`config.mk`:
```
export PLATFORM = sky130hd
export DESIGN_NAME = uart_rx_buffer
export DESIGN_NICKNAME = d
export VERILOG_FILES = /design/src/rtl/uart_pkg.sv /design/src/rtl/uart_sync_fifo.sv /design/src/rtl/uart_rx_buffer.sv
export SDC_FILE = /design/constraint.sdc
export NUM_CORES = 1
export LEC_CHECK = 0
export CAP_MARGIN = 15
export CORE_AREA = 2 2 99 101
export DETAILED_ROUTE_END_ITERATION = 12
export DIE_AREA = 0 0 101 103
export PLACE_DENSITY = 0.52
export RECOVER_POWER = 50
export SYNTH_ARGS = -nofsm -noshare
export SYNTH_HDL_FRONTEND = slang
export SYNTH_SLANG_ARGS = --single-unit
```
`constraint.sdc`:
```
create_clock -name clk -period 5.7 [get_ports clk]
set_clock_uncertainty 0.05 [all_clocks]
set_input_delay 0.57 -clock clk [delete_from_list [all_inputs] [get_ports clk]]
set_output_delay 0.57 -clock clk [all_outputs]
set_load 0.01 [all_outputs]
```
`src/rtl/uart_pkg.sv`:
```
// rtl/uart_pkg.sv - shared types and widths for the UART receive-side buffer
package uart_pkg;
   localparam int UART_DATA_WIDTH = 8;

   typedef enum logic {
      CAP_IDLE = 1'b0,
      CAP_ACK  = 1'b1
   } cap_state_t;
endpackage

```
`src/rtl/uart_sync_fifo.sv`:
```
// rtl/uart_sync_fifo.sv - single-clock show-ahead FIFO with occupancy count
module uart_sync_fifo #(
   parameter int DATA_WIDTH = 8,
   parameter int DEPTH      = 8
) (
   input  logic                      clk,
   input  logic                      rst_l,
   input  logic                      wr_en,
   input  logic [DATA_WIDTH-1:0]     wr_data,
   input  logic                      rd_en,
   output logic [DATA_WIDTH-1:0]     rd_data,
   output logic                      full,
   output logic                      empty,
   output logic [$clog2(DEPTH):0]    count
);
   localparam int AW = $clog2(DEPTH);
   localparam logic [AW:0] FULL_COUNT = (AW+1)'(DEPTH);

   logic [DATA_WIDTH-1:0] mem [DEPTH];
   logic [AW-1:0]         wr_ptr;
   logic [AW-1:0]         rd_ptr;
   logic [AW:0]           count_q;
   logic                  do_wr;
   logic                  do_rd;

   assign empty   = (count_q == '0);
   assign full    = (count_q == FULL_COUNT);
   assign count   = count_q;
   assign rd_data = mem[rd_ptr];

   // A write into a full FIFO is legal only when the head leaves at the same edge.
   assign do_rd = rd_en & ~empty;
   assign do_wr = wr_en & (~full | do_rd);

   always_ff @(posedge clk) begin
      if (do_wr) begin
         mem[wr_ptr] <= wr_data;
      end
   end

   always_ff @(posedge clk or negedge rst_l) begin
      if (!rst_l) begin
         wr_ptr  <= '0;
         rd_ptr  <= '0;
         count_q <= '0;
      end else begin
         if (do_wr) begin
            wr_ptr <= wr_ptr + 1'b1;
         end
         if (do_rd) begin
            rd_ptr <= rd_ptr + 1'b1;
         end
         case ({do_wr, do_rd})
            2'b10:   count_q <= count_q + 1'b1;
            2'b01:   count_q <= count_q - 1'b1;
            default: count_q <= count_q;
         endcase
      end
   end
endmodule

```
`src/rtl/uart_rx_buffer.sv`:
```
// rtl/uart_rx_buffer.sv - captures receiver frames into a FIFO, acks them, flags overrun
module uart_rx_buffer
   import uart_pkg::*;
#(
   parameter int DATA_WIDTH = UART_DATA_WIDTH,
   parameter int DEPTH      = 8
) (
   input  logic                      clk,
   input  logic                      rst_l,
   input  logic [DATA_WIDTH-1:0]     rx_data,
   input  logic                      rx_done,
   output logic                      clr_rx_done,
   output logic [DATA_WIDTH-1:0]     rd_data,
   output logic                      rd_valid,
   input  logic                      rd_ready,
   output logic [$clog2(DEPTH):0]    count,
   output logic                      overrun,
   input  logic                      clr_overrun
);
   cap_state_t state;
   cap_state_t state_nx;
   logic       frame;
   logic       pop;
   logic       full;
   logic       empty;
   logic       accept;
   logic       drop;

   // A frame is taken only on entry from idle, so a long rx_done yields one write.
   assign frame  = (state == CAP_IDLE) & rx_done;
   assign pop    = rd_valid & rd_ready;
   assign accept = frame & (~full | pop);
   assign drop   = frame & full & ~pop;

   assign rd_valid    = ~empty;
   assign clr_rx_done = (state == CAP_ACK);

   always_ff @(posedge clk or negedge rst_l) begin
      if (!rst_l) begin
         state <= CAP_IDLE;
      end else begin
         state <= state_nx;
      end
   end

   always_comb begin
      state_nx = state;
      case (state)
         CAP_IDLE: if (rx_done)  state_nx = CAP_ACK;
         CAP_ACK:  if (!rx_done) state_nx = CAP_IDLE;
         default:  state_nx = CAP_IDLE;
      endcase
   end

   always_ff @(posedge clk or negedge rst_l) begin
      if (!rst_l) begin
         overrun <= 1'b0;
      end else if (drop) begin
         overrun <= 1'b1;
      end else if (clr_overrun) begin
         overrun <= 1'b0;
      end
   end

   uart_sync_fifo #(
      .DATA_WIDTH (DATA_WIDTH),
      .DEPTH      (DEPTH)
   ) u_fifo (
      .clk     (clk),
      .rst_l   (rst_l),
      .wr_en   (accept),
      .wr_data (rx_data),
      .rd_en   (pop),
      .rd_data (rd_data),
      .full    (full),
      .empty   (empty),
      .count   (count)
   );
endmodule
```
; Word-level counts from Yosys, hierarchy flattened
; Memories as Yosys holds them, arrays and structs flattened.
; Cells that the tools add are included.
[totals]
input_bits = 13
word_cells = 35
n_memories = 1
ramBits = 64
ff_bits = 12
output_inout_bits = 15
[op_classes]
addsub = 4
bitwise = 13
reduce_logical = 3
n_mux = 6
n_eq_ne = 3
[mem_list]
columns = memory, words, width, read_ports, rd_clocked_by_memory_dff, write_ports, line_no
row1 = u_fifo.mem, 8, 8, 1, 0, 1, uart_sync_fifo.sv:19  ; logic [DATA_WIDTH-1:0] mem [DEPTH];
[op_table]
columns = operator, n
row1 = 4-bit case mux with 2 select lines, 1
row2 = 1-bit AND, 7
row3 = 3-bit by 1-bit adder with 3-bit output (second input constant), 2
row4 = 1-bit two-way mux, 5
row5 = 4-bit by 1-bit adder with 4-bit output (second input constant), 1
row6 = 4-bit equality test (second input constant), 1
row7 = 4-bit logical NOT, 1
row8 = 1-bit inverter, 4
row9 = 2-bit nonzero test, 2
row10 = 4-bit by 1-bit subtractor with 4-bit output (second input constant), 1
row11 = 2-bit by 1-bit equality test with 1-bit output (second input constant), 1
row12 = 2-bit equality test (second input constant), 1
row13 = 1-bit bitwise OR, 2

; Depth between registers and ports, before layout
; Gate-level depths: netlist (run 1).
[depth]
ltp_word = 8
mapped_depth = 10
ltp_nobuf = 9

; By module
; A second synthesis (run 1) with hierarchy kept.
[unflattened]
cells_unflattened = 186
hier_area_um2 = 3235.6
[modules_own_cells]
columns = mod, area_per_inst_um2, n_inst, seq_area_each_um2, cells_each
row1 = uart_sync_fifo, 3128.0, 1, 2172.1, 177
row2 = uart_rx_buffer, 107.6, 1, 50.0, 9

; Worst setup path before layout (run 1)
; Ideal clock, no wire load.
[synth_path]
path_kind = reg2reg
start = reg u_fifo.count_q[1] (netlist: u_fifo.count[1])
end = reg u_fifo.count_q[3] (netlist: u_fifo.count[3])
t_arrival_ns = 2.578
required_ns = 5.560
stages_incl_launch_ff = 10
setup_ns = 0.090
setup_slack_ns = 2.982
synth_period_minus_slack_ns = 2.718
path_cell_list = dfrtp_1 clkbuf_2 or4_4 nand2_1 inv_1 ha_1 clkbuf_1 or4b_2 a21o_1 o221ai_1
[synth_via]
elab_chain_len = 8
[synth_rtl]
columns = element, line_no
row1 = start: declaration, uart_sync_fifo.sv:22  ; logic [AW:0] count_q;
row2 = start signal: assignment, uart_sync_fifo.sv:54  ; 2'b10: count_q <= count_q + 1'b1;
row3 = start signal: assignment, uart_sync_fifo.sv:55  ; 2'b01: count_q <= count_q - 1'b1;
row4 = start signal: assignment, uart_sync_fifo.sv:56  ; default: count_q <= count_q;
row5 = 4-bit logical NOT *, uart_sync_fifo.sv:26  ; assign empty = (count_q == '0);
row6 = 1-bit inverter *, uart_rx_buffer.sv:35  ; assign rd_valid = ~empty;
row7 = via rd_valid, uart_rx_buffer.sv:14  ; output logic rd_valid,
row8 = 1-bit AND, uart_rx_buffer.sv:31  ; assign pop = rd_valid & rd_ready;
row9 = 1-bit AND *, uart_sync_fifo.sv:32  ; assign do_rd = rd_en & ~empty;
row10 = via u_fifo.do_rd, uart_sync_fifo.sv:24  ; logic do_rd;
row11 = 1-bit bitwise OR, uart_sync_fifo.sv:33  ; assign do_wr = wr_en & (~full | do_rd);
row12 = 1-bit AND, uart_sync_fifo.sv:33
row13 = 2-bit by 1-bit equality test with 1-bit output / 2-bit equality test (equally long branches), uart_sync_fifo.sv:53  ; case ({do_wr, do_rd})
row14 = 4-bit case mux with 2 select lines / 2-bit nonzero test (equally long branches), n/a
; Mark *: on every way through the listed nets, which the timed path passes. The rest lies on a longest branch.
; A chain may end at the register's enable or synchronous reset.

; Worst setup path in the final report (run 1)
[layout_path]
start = reg u_fifo.count_q[0] (netlist: u_fifo.count[0])
end = reg u_fifo.count_q[3] (netlist: u_fifo.count[3])
[layout_via]
elab_chain_len = 8
[layout_rtl]
columns = element, line_no
row1 = 4-bit logical NOT, uart_sync_fifo.sv:26
row2 = 1-bit inverter, "uart_sync_fifo.sv:32, uart_rx_buffer.sv:35"
row3 = 1-bit AND, uart_rx_buffer.sv:31
row4 = 1-bit bitwise OR / 1-bit AND (equally long branches), "uart_rx_buffer.sv:32, uart_sync_fifo.sv:32"
row5 = 1-bit AND / 1-bit bitwise OR (equally long branches), "uart_rx_buffer.sv:32, uart_sync_fifo.sv:33"
row6 = 1-bit AND, uart_sync_fifo.sv:33
row7 = 2-bit by 1-bit equality test with 1-bit output / 2-bit equality test (equally long branches), uart_sync_fifo.sv:53
row8 = 4-bit case mux with 2 select lines / 2-bit nonzero test (equally long branches), n/a
; Several ways; a longest one is shown, not always the timed one.

==> results.yml, run 1 <==
grt:
  grt_max_degree: 19
  antenna_found_initial: 0
  grt_usage_pct: 12.35
  overflow: 0
  grt_pass1_wl_um: 8976
  grt_pass1_vias: 1646
sta:
  max_freq_mhz: 292.7
  worst_slew_pin_slew_ps: 1177
  setup_tns_ps: 0
  min_period_ps: 3417
  setup_viol: 0
  maxSlewHeadroom_pct: 20.68
  post-route-period-util_pct: 59.94
  slew_violations: 0
  hold_viol: 0
  hold-worst-slack_ps: 466.9
  rsz0062_at_grt: "no"
placement:
  portBuffers: 27
  gp_congestion: 0.7230
  hpwl_um: 3723
clocking:
  htree_num_levels: 3
  clock-root-buffer: "clkbuf_8"
  clock_latency_ps: 340
  clkTransAtPathRegs_ps: 70
  cts.path.max_buffers: 2
  cts_buffers: 9
  postCtsHoldBufs: 0
  numClockSinks: 76
  post_cts_buffers: 0
  cts_resized: 0
  tritoncts: "built"
routing:
  ant_nets: 0
  routed_wl_um: 5839
  vias: 1550
  drtIter0Drc: 62
  drt-vias-per-instance: 4.952
  detail_route.wl_per_cell_um: 18.65
  drt_pre_antenna_iters: 4
  drc: 0
hold_path:
  holdCritStartpoint: "overrun$_DFFE_PN0P_"
  min_path_type: "flip-flop to flip-flop"
finish:
  ff_latch_area_um2: 2222
  num-fill-cells: 852
  n_antenna_cell: 0
  drive_gt1_share_pct: 16.58
  final_cell_mix: "edfxtp_1, clkdlybuf4s50_1, mux4_1"
  multiInputGateArea_um2: 919.6
  mostFrequentLayoutCell: "edfxtp_1"
  fin_nets: 212
  syn2layout_area_growth_pct: 18.44
floorplan:
  core_um2: 9459
  initial_core_util_pct: 33.93
  design.die.area_um2: 10400
  die_y_um: 103
  rows: 36
  fp.dieW_um: 101
  io_pins: 28
critical_path:
  r2r_start: "u_fifo.count[0]$_DFFE_PN0P_"
  crit_required_ps: 5900
  start_kind: "flip-flop"
  slowest_stage: "o21ai_0"
  critical_path_buf_inv_count: 0
  cp_top_family: "compound AO/OA/AOI/OAI gates"
  cp_max_fo: 8
  cp-end-kind: "flip-flop"
  max_stage_delay_ps: 950
  cp-startpoint: "u_fifo.count[0]$_DFFE_PN0P_"
  cp_cell_sequence: "or3_1 > o21ai_0 > ha_1 > or4b_2 > a21o_1 > o221ai_1"
  worst_ep_arrival_time_ps: 3610
  worstSetupPathType: "flip-flop to flip-flop"
logic_synthesis:
  postSynthAreaPerCell_um2: 19.93
  ys_seq_area_share_pct: 69.24
  syn_nets: 179
  synth-warning-count: 0
  synth_area_um2: 3209
  ys_ff_latch: 76
  ys_types: 38
  postSynthCellCount: 161
power_and_ir_drop:
  leakagePower_nw: 1.297
  cellPowerDensity_nw_per_um2: 462.6
  ir_worst_vdd_v: 0.0001447
flow_run:
  maxCapViolations: 0
run_status:
  status: "finished clean"
## registers in the layout, summed over array words and instances (netlist names)
signal         flops
u_fifo.wr_ptr      3
u_fifo.count       4
overrun            1
clr_rx_done        1
u_fifo.mem        64
u_fifo.rd_ptr      3
## worst paths after layout
path,to,cells past startpoint,slack [ps]
worst max-delay path,u_fifo.count[3]$_DFFE_PN0P_,6,2280
worst min-delay path,overrun$_DFFE_PN0P_,1,470
worst max register to register,u_fifo.count[3]$_DFFE_PN0P_,6,2280
worst min register to register,overrun$_DFFE_PN0P_,1,470
max in group asynchronous,u_fifo.rd_ptr[1]$_DFFE_PN0P_,1,4620
min in group asynchronous,clr_rx_done$_DFF_PN0_,1,610
## stage by stage
step / cells / util, % / setup WS (ps) / power (mW) / area, um^2
3_3_place_gp: 297 / 38.11 / 2720 / 1.330 / 3605
6_report: 313 / 40.19 / 2283 / 1.758 / 3801
5_1_grt: 313 / 40.19 / 2029 / 1.859 / 3801
4_1_cts: 313 / 40.40 / 2290 / 1.797 / 3821
2_1_floorplan: 161 / - / 2982 / 1.143 / 3209
3_5_place_dp: 297 / 38.11 / 2590 / 1.358 / 3605
## layout make-up
type	instances	area share, %
repair buffers	29	7.505
flip-flops and latches	76	58.46
clock inverters	6	2.337
well taps	114	3.752
clock buffers	10	3.357
multi-input cells	74	24.19
inverters	4	0.3950
## power by group
part	internal [mW]	total (mW)	switching [mW]
clock network	0.247	0.437	0.191
registers	0.677	0.810	0.133
logic	0.326	0.511	0.186
total	1.25	1.76	0.509
## layer usage
layer / track usage [%] / part of all wire (%) / vias to the layer above
li1: - / - / 726
met2: 19.95 / 50 / 37
met3: 2.847 / 4.9 / 12
met1: 15.67 / 43 / 775
met4: 6.341 / 1.8 / 0
met5: 0 / 0 / -
## synth_stat cells (all sizes together)
| cell | count | area (um^2) |
|---|---|---|
| a21oi | 1 | 5.000 |
| a21o | 1 | 7.510 |
| nor2b | 2 | 12.51 |
| o41ai | 1 | 8.760 |
| o21ai | 1 | 16.27 |
| ha | 5 | 62.56 |
| or3b | 1 | 8.760 |
| clkbuf | 3 | 12.51 |
| inv | 4 | 15.01 |
| nand2b | 3 | 18.77 |
| a2111oi | 1 | 15.01 |
| o211ai | 2 | 15.01 |
| dfrtp | 12 | 300.3 |
| a22o | 1 | 8.760 |
| o21a | 1 | 7.510 |
| or3 | 1 | 11.26 |
| nor2 | 5 | 18.77 |
| buf | 4 | 40.03 |
| nor4 | 1 | 6.260 |
| or4 | 2 | 18.77 |
| nand3 | 1 | 5.000 |
| edfxtp | 64 | 1922 |
| nand2 | 2 | 7.510 |
| mux2 | 11 | 127.6 |
| nand3b | 1 | 7.510 |
| xor2 | 1 | 8.760 |
| mux4 | 16 | 420.4 |
| mux2i | 1 | 10.01 |
| or4b | 1 | 10.01 |
| nor3 | 4 | 20.02 |
| o221ai | 1 | 8.760 |
| xnor2 | 6 | 52.55 |
## kinds of logic (layout without fill, tap and decap cells)
kind of cell    count (synthesis)  in the layout  synth area share, %
mux                            28             28                17.39
simple gates                   24             24                4.523
compound gates                 10             10                2.885
buf+inv                        11             49                2.105
xor+xnor                        7              7                1.910
flops                          76             76                69.24
fa+ha+maj                       5              5                1.949
No activity file was read; power rests on OpenSTA's default activity.
==> run 2: changes to the inputs <==
==> constraint.sdc (replaced) <==
create_clock -name clk -period 3.45 [get_ports clk]
set_clock_uncertainty 0.05 [all_clocks]
set_input_delay 0.345 -clock clk [delete_from_list [all_inputs] [get_ports clk]]
set_output_delay 0.345 -clock clk [all_outputs]
set_load 0.01 [all_outputs]
==> run 2 against run 1 <==
- utilization rose by 0.94 points
- worst hold slack got worse by 80 ps
- sequential share of layout area fell by 1.3 points
- clock power rose by 83%
- die area did not move
- global-route usage rose by 0.49 points
- via count rose by 4.1%
- first-iteration DRC count rose by 3.2%
- total power rose by 71%
- final area rose by 2.3%
- setup slack got worse by 1600 ps
- sequential cell count did not move
- critical endpoint is now rd_data[5]
==> results.yml, run 2 (synthesis results as in run 1) <==
finish:
  n_antenna_cell: 0
  fin_nets: 222
  final_cell_mix: "edfxtp_1, mux4_1, clkdlybuf4s50_1"
  drive_gt1_share_pct: 19.62
  num-fill-cells: 844
  regMostFlops: "u_fifo.mem"
  mostFrequentLayoutCell: "edfxtp_1"
  multiInputGateArea_um2: 910.9
  largest_register_ffs: 64
  syn2layout_area_growth_pct: 21.21
  ff_latch_area_um2: 2222
grt:
  antenna_found_initial: 0
  grt_max_degree: 19
  grt_pass1_wl_um: 9425
  grt_usage_pct: 12.84
  overflow: 0
  grt_pass1_vias: 1771
floorplan:
  io_pins: 28
  design.die.area_um2: 10400
  die_y_um: 103
  initial_core_util_pct: 33.93
  core_um2: 9459
  fp.dieW_um: 101
  rows: 36
run_status:
  status: "finished clean"
routing:
  dr_wl_met3_um: 187
  met2WireLength_um: 3193
  drt-vias-per-instance: 4.994
  route.top_layer_used: "met4"
  drt_pre_antenna_iters: 4
  drt-met1-wl_um: 2518
  ant_nets: 0
  vias: 1613
  drtIter0Drc: 64
  detail_route.wl_per_cell_um: 18.65
  routed_wl_um: 6024
  drc: 0
clocking:
  clock-root-buffer: "clkbuf_8"
  numClockSinks: 76
  postCtsHoldBufs: 0
  clock_latency_ps: 340
  cts.path.max_buffers: 2
  tritoncts: "built"
  post_cts_buffers: 0
  cts_resized: 0
  htree_num_levels: 3
  cts_buffers: 9
  clkTransAtPathRegs_ps: 80
power_and_ir_drop:
  leakagePower_nw: 1.363
  cellPowerDensity_nw_per_um2: 771.4
  ir_worst_vdd_v: 0.0003228
critical_path:
  rr_endpoint: "u_fifo.count[3]$_DFFE_PN0P_"
  r2r_slack_ps: 740
  worst_ep_arrival_time_ps: 2410
  crit_end: "rd_data[5]"
  worstSetupPathType: "flip-flop to output port"
  reg2regPathDepth: 7
  crit_required_ps: 3050
  cp-end-kind: "output port"
  r2r_start: "u_fifo.count[0]$_DFFE_PN0P_"
  cp-startpoint: "u_fifo.rd_ptr[0]$_DFFE_PN0P_"
  start_kind: "flip-flop"
  cp_max_fo: 16
placement:
  hpwl_um: 3943
  gp_congestion: 0.6847
  portBuffers: 27
sta:
  slew_violations: 0
  setup_viol: 0
  hold_viol: 0
  setup_tns_ps: 0
  max_freq_mhz: 356.9
  post-route-period-util_pct: 81.21
  hold-worst-slack_ps: 387.0
  worst_slew_pin_slew_ps: 775.9
  rsz0062_at_grt: "no"
  min_period_ps: 2802
  maxSlewHeadroom_pct: 48.28
flow_run:
  maxCapViolations: 0
hold_path:
  min_path_type: "input port to asynchronous set/reset pin"
[run 2: through the flow]
stage               setup slack [ps]  utilization [%]  power, mW  cells  cell area, um^2
floorplan                      732.0                -      1.889    161             3209
global placement               750.8            38.69      2.223    307             3660
detailed placement             684.2            38.69      2.258    307             3660
CTS                            588.6            41.22      3.065    323             3899
global route                   530.1            41.12      3.175    323             3890
finish                         648.4            41.12      3.001    323             3890
[run 2: worst min-delay path by stage]
| stage | from | end | slack (ps) | cells past startpoint |
|---|---|---|---|---|
| floorplan | rst_l | clr_rx_done$_DFF_PN0_ | -0.6 | 0 |
| global placement | u_fifo.rd_ptr[0]$_DFFE_PN0P_ | u_fifo.rd_ptr[0]$_DFFE_PN0P_ | 450 | 1 |
| detailed placement | u_fifo.rd_ptr[0]$_DFFE_PN0P_ | u_fifo.rd_ptr[0]$_DFFE_PN0P_ | 460 | 1 |
| CTS | rst_l | u_fifo.count[1]$_DFFE_PN0P_ | 320 | 1 |
| global route | rst_l | u_fifo.count[1]$_DFFE_PN0P_ | 420 | 1 |
| finish | rst_l | u_fifo.count[1]$_DFFE_PN0P_ | 390 | 1 |
[run 2: layer usage]
metal  vias up  track usage [%]
met5         -                0
met3        11            3.729
met1       823            14.75
met2        29            22.41
met4         0            5.717
li1        750                -
[run 2: where the power goes]
part	internal (mW)	leakage (nW)	switching, mW
registers	1.12	0.721	0.168
clock network	0.478	0.117	0.320
logic	0.558	0.524	0.358
total	2.15	1.36	0.847
[run 2: cell type report]
type                       instances  share of cell area (%)
inverter                           4                  0.3860
sequential                        76                   57.12
clock inverter                     7                   2.959
clock buffer                       9                   3.184
tap                              114                   3.667
multi-input combinational         74                   23.42
timing repair buffer              39                   9.263
[run 2: critical path, stage by stage (launching register included)]
cell and delay [ps]:
dfrtp_1 390, buf_4 300, mux4_1 590, mux2_2 290
clkdlybuf4s50_1 480
==> run 3: changes to the inputs <==
==> constraint.sdc (replaced) <==
create_clock -name clk -period 2.6 [get_ports clk]
set_clock_uncertainty 0.05 [all_clocks]
set_input_delay 0.26 -clock clk [delete_from_list [all_inputs] [get_ports clk]]
set_output_delay 0.26 -clock clk [all_outputs]
set_load 0.01 [all_outputs]
==> run 3 against run 2 <==
- worst hold slack got worse by 88 ps
- combinational power increased by 37%
- total power increased by 28%
- first-iteration DRC count increased by 11%
- clock-buffer cell count increased by 2
- setup slack got worse by 570 ps
- utilization increased by 0.36 points
- critical path depth unchanged
- sequential cell count unchanged
- via count decreased by 0.43%
- critical path type unchanged
- largest power group unchanged
- highest routed layer unchanged
==> results.yml, run 3 (synthesis results as in run 1) <==
run_status:
  status: "finished clean"
critical_path:
  r2r_start: "u_fifo.count[0]$_DFFE_PN0P_"
  crit_required_ps: 2290
  worst_ep_arrival_time_ps: 2210
  cp-end-kind: "output port"
  cp_max_fo: 17
  start_kind: "flip-flop"
  cp-startpoint: "u_fifo.rd_ptr[0]$_DFFE_PN0P_"
  worstSetupPathType: "flip-flop to output port"
clocking:
  cts.path.max_buffers: 2
  clock-root-buffer: "clkbuf_8"
  numClockSinks: 76
  clkTransAtPathRegs_ps: 70
  cts_buffers: 9
  postCtsHoldBufs: 0
  htree_num_levels: 3
  clock_latency_ps: 330
  tritoncts: "built"
sta:
  setup_tns_ps: 0
  rsz0062_at_grt: "yes"
  hold_viol: 0
  min_period_ps: 2519
  max_freq_mhz: 397.0
  slew_violations: 0
  post-route-period-util_pct: 96.89
  setup_viol: 0
  maxSlewHeadroom_pct: 62.53
  worst_slew_pin_slew_ps: 560.2
power_and_ir_drop:
  cellPowerDensity_nw_per_um2: 979.5
  ir_worst_vdd_v: 0.0003496
  leakagePower_nw: 1.401
routing:
  drt_pre_antenna_iters: 4
  drt-vias-per-instance: 4.896
  drtIter0Drc: 71
  drc: 0
  vias: 1606
  routed_wl_um: 5746
  detail_route.wl_per_cell_um: 17.52
  ant_nets: 0
finish:
  drive_gt1_share_pct: 23.83
  mostFrequentLayoutCell: "edfxtp_1"
  syn2layout_area_growth_pct: 22.26
  largest_register_ffs: 64
  n_antenna_cell: 0
  fin_nets: 227
  regMostFlops: "u_fifo.mem"
  fin_area_um2: 3924
  num-fill-cells: 829
  final_cell_mix: "edfxtp_1, mux4_1, buf_4"
floorplan:
  initial_core_util_pct: 33.93
  fp.dieW_um: 101
  die_y_um: 103
  io_pins: 28
  rows: 36
  design.die.area_um2: 10400
  core_um2: 9459
grt:
  grt_usage_pct: 12.05
  grt_pass1_vias: 1633
  antenna_found_initial: 0
  grt_max_degree: 19
  grt_pass1_wl_um: 8859
  overflow: 0
placement:
  gp_congestion: 0.7732
  dpl-instance-area_um2: 3711
  hpwl_um: 3775
  portBuffers: 27
hold_path:
  min_path_type: "input port to asynchronous set/reset pin"
flow_run:
  maxCapViolations: 0
[run 3: worst paths after layout]
path,endpoint,slack [ps],depth (start not counted)
min reg2reg,overrun$_DFFE_PN0P_,470,1
max,rd_data[7],80,4
max reg2reg,u_fifo.count[3]$_DFFE_PN0P_,90,7
max in group asynchronous,u_fifo.rd_ptr[1]$_DFFE_PN0P_,1800,1
min in group clk,clr_rx_done$_DFF_PN0_,450,1
min,clr_rx_done$_DFF_PN0_,300,1
[run 3: where the power goes]
| group | switching [mW] | internal [mW] | leakage [nW] |
|---|---|---|---|
| Sequential | 0.223 | 1.49 | 0.720 |
| Combinational | 0.482 | 0.775 | 0.585 |
| Clock | 0.406 | 0.471 | 0.0959 |
[run 3: repair_timing]
| action | 4_1_cts | 5_1_grt |
|---|---|---|
| endpoints found under the setup margin | 8 | 9 |
| resized for setup | 1 | 6 |
| setup buffers | 0 | 1 |
| pin swaps | 0 | 0 |
[run 3: metal layers]
metal  share of wire [%]  wire length, um  track usage (%)
met1                  43             2465            14.16
met2                  52             2992            20.92
met3                 4.0              231            4.407
met4                0.99               57            3.430
met5                   0                0                0
[run 3: layout make-up]
class	instances	area [um^2]	share of cell area [%]
flip-flops and latches	76	2223	56.66
clock inverters	5	58.81	1.499
well taps	114	142.6	3.635
repair buffers	44	416.7	10.62
multi-input cells	74	925.9	23.60
clock buffers	11	141.4	3.603
inverters	4	15.01	0.3827
[run 3: critical path: stages (launching register included)]
cell	delay (ps)
dfrtp_1	370
buf_12	180
mux4_1	550
mux2_2	290
clkdlybuf4s50_1	480
[run 3: metrics by stage]
stage / hold slack (ps) / total power, mW / cells / utilization [%] / setup slack (ps)
floorplan: -85.59 / 2.529 / 161 / - / 20.41
global placement: 454.9 / 2.990 / 311 / 39.23 / 171.7
detailed placement: 455.6 / 3.031 / 311 / 39.23 / 108.9
CTS: 238.7 / 3.918 / 327 / 41.36 / 29.60
global route: 330.1 / 4.068 / 328 / 41.48 / -1.551
finish: 298.7 / 3.843 / 328 / 41.48 / 80.90
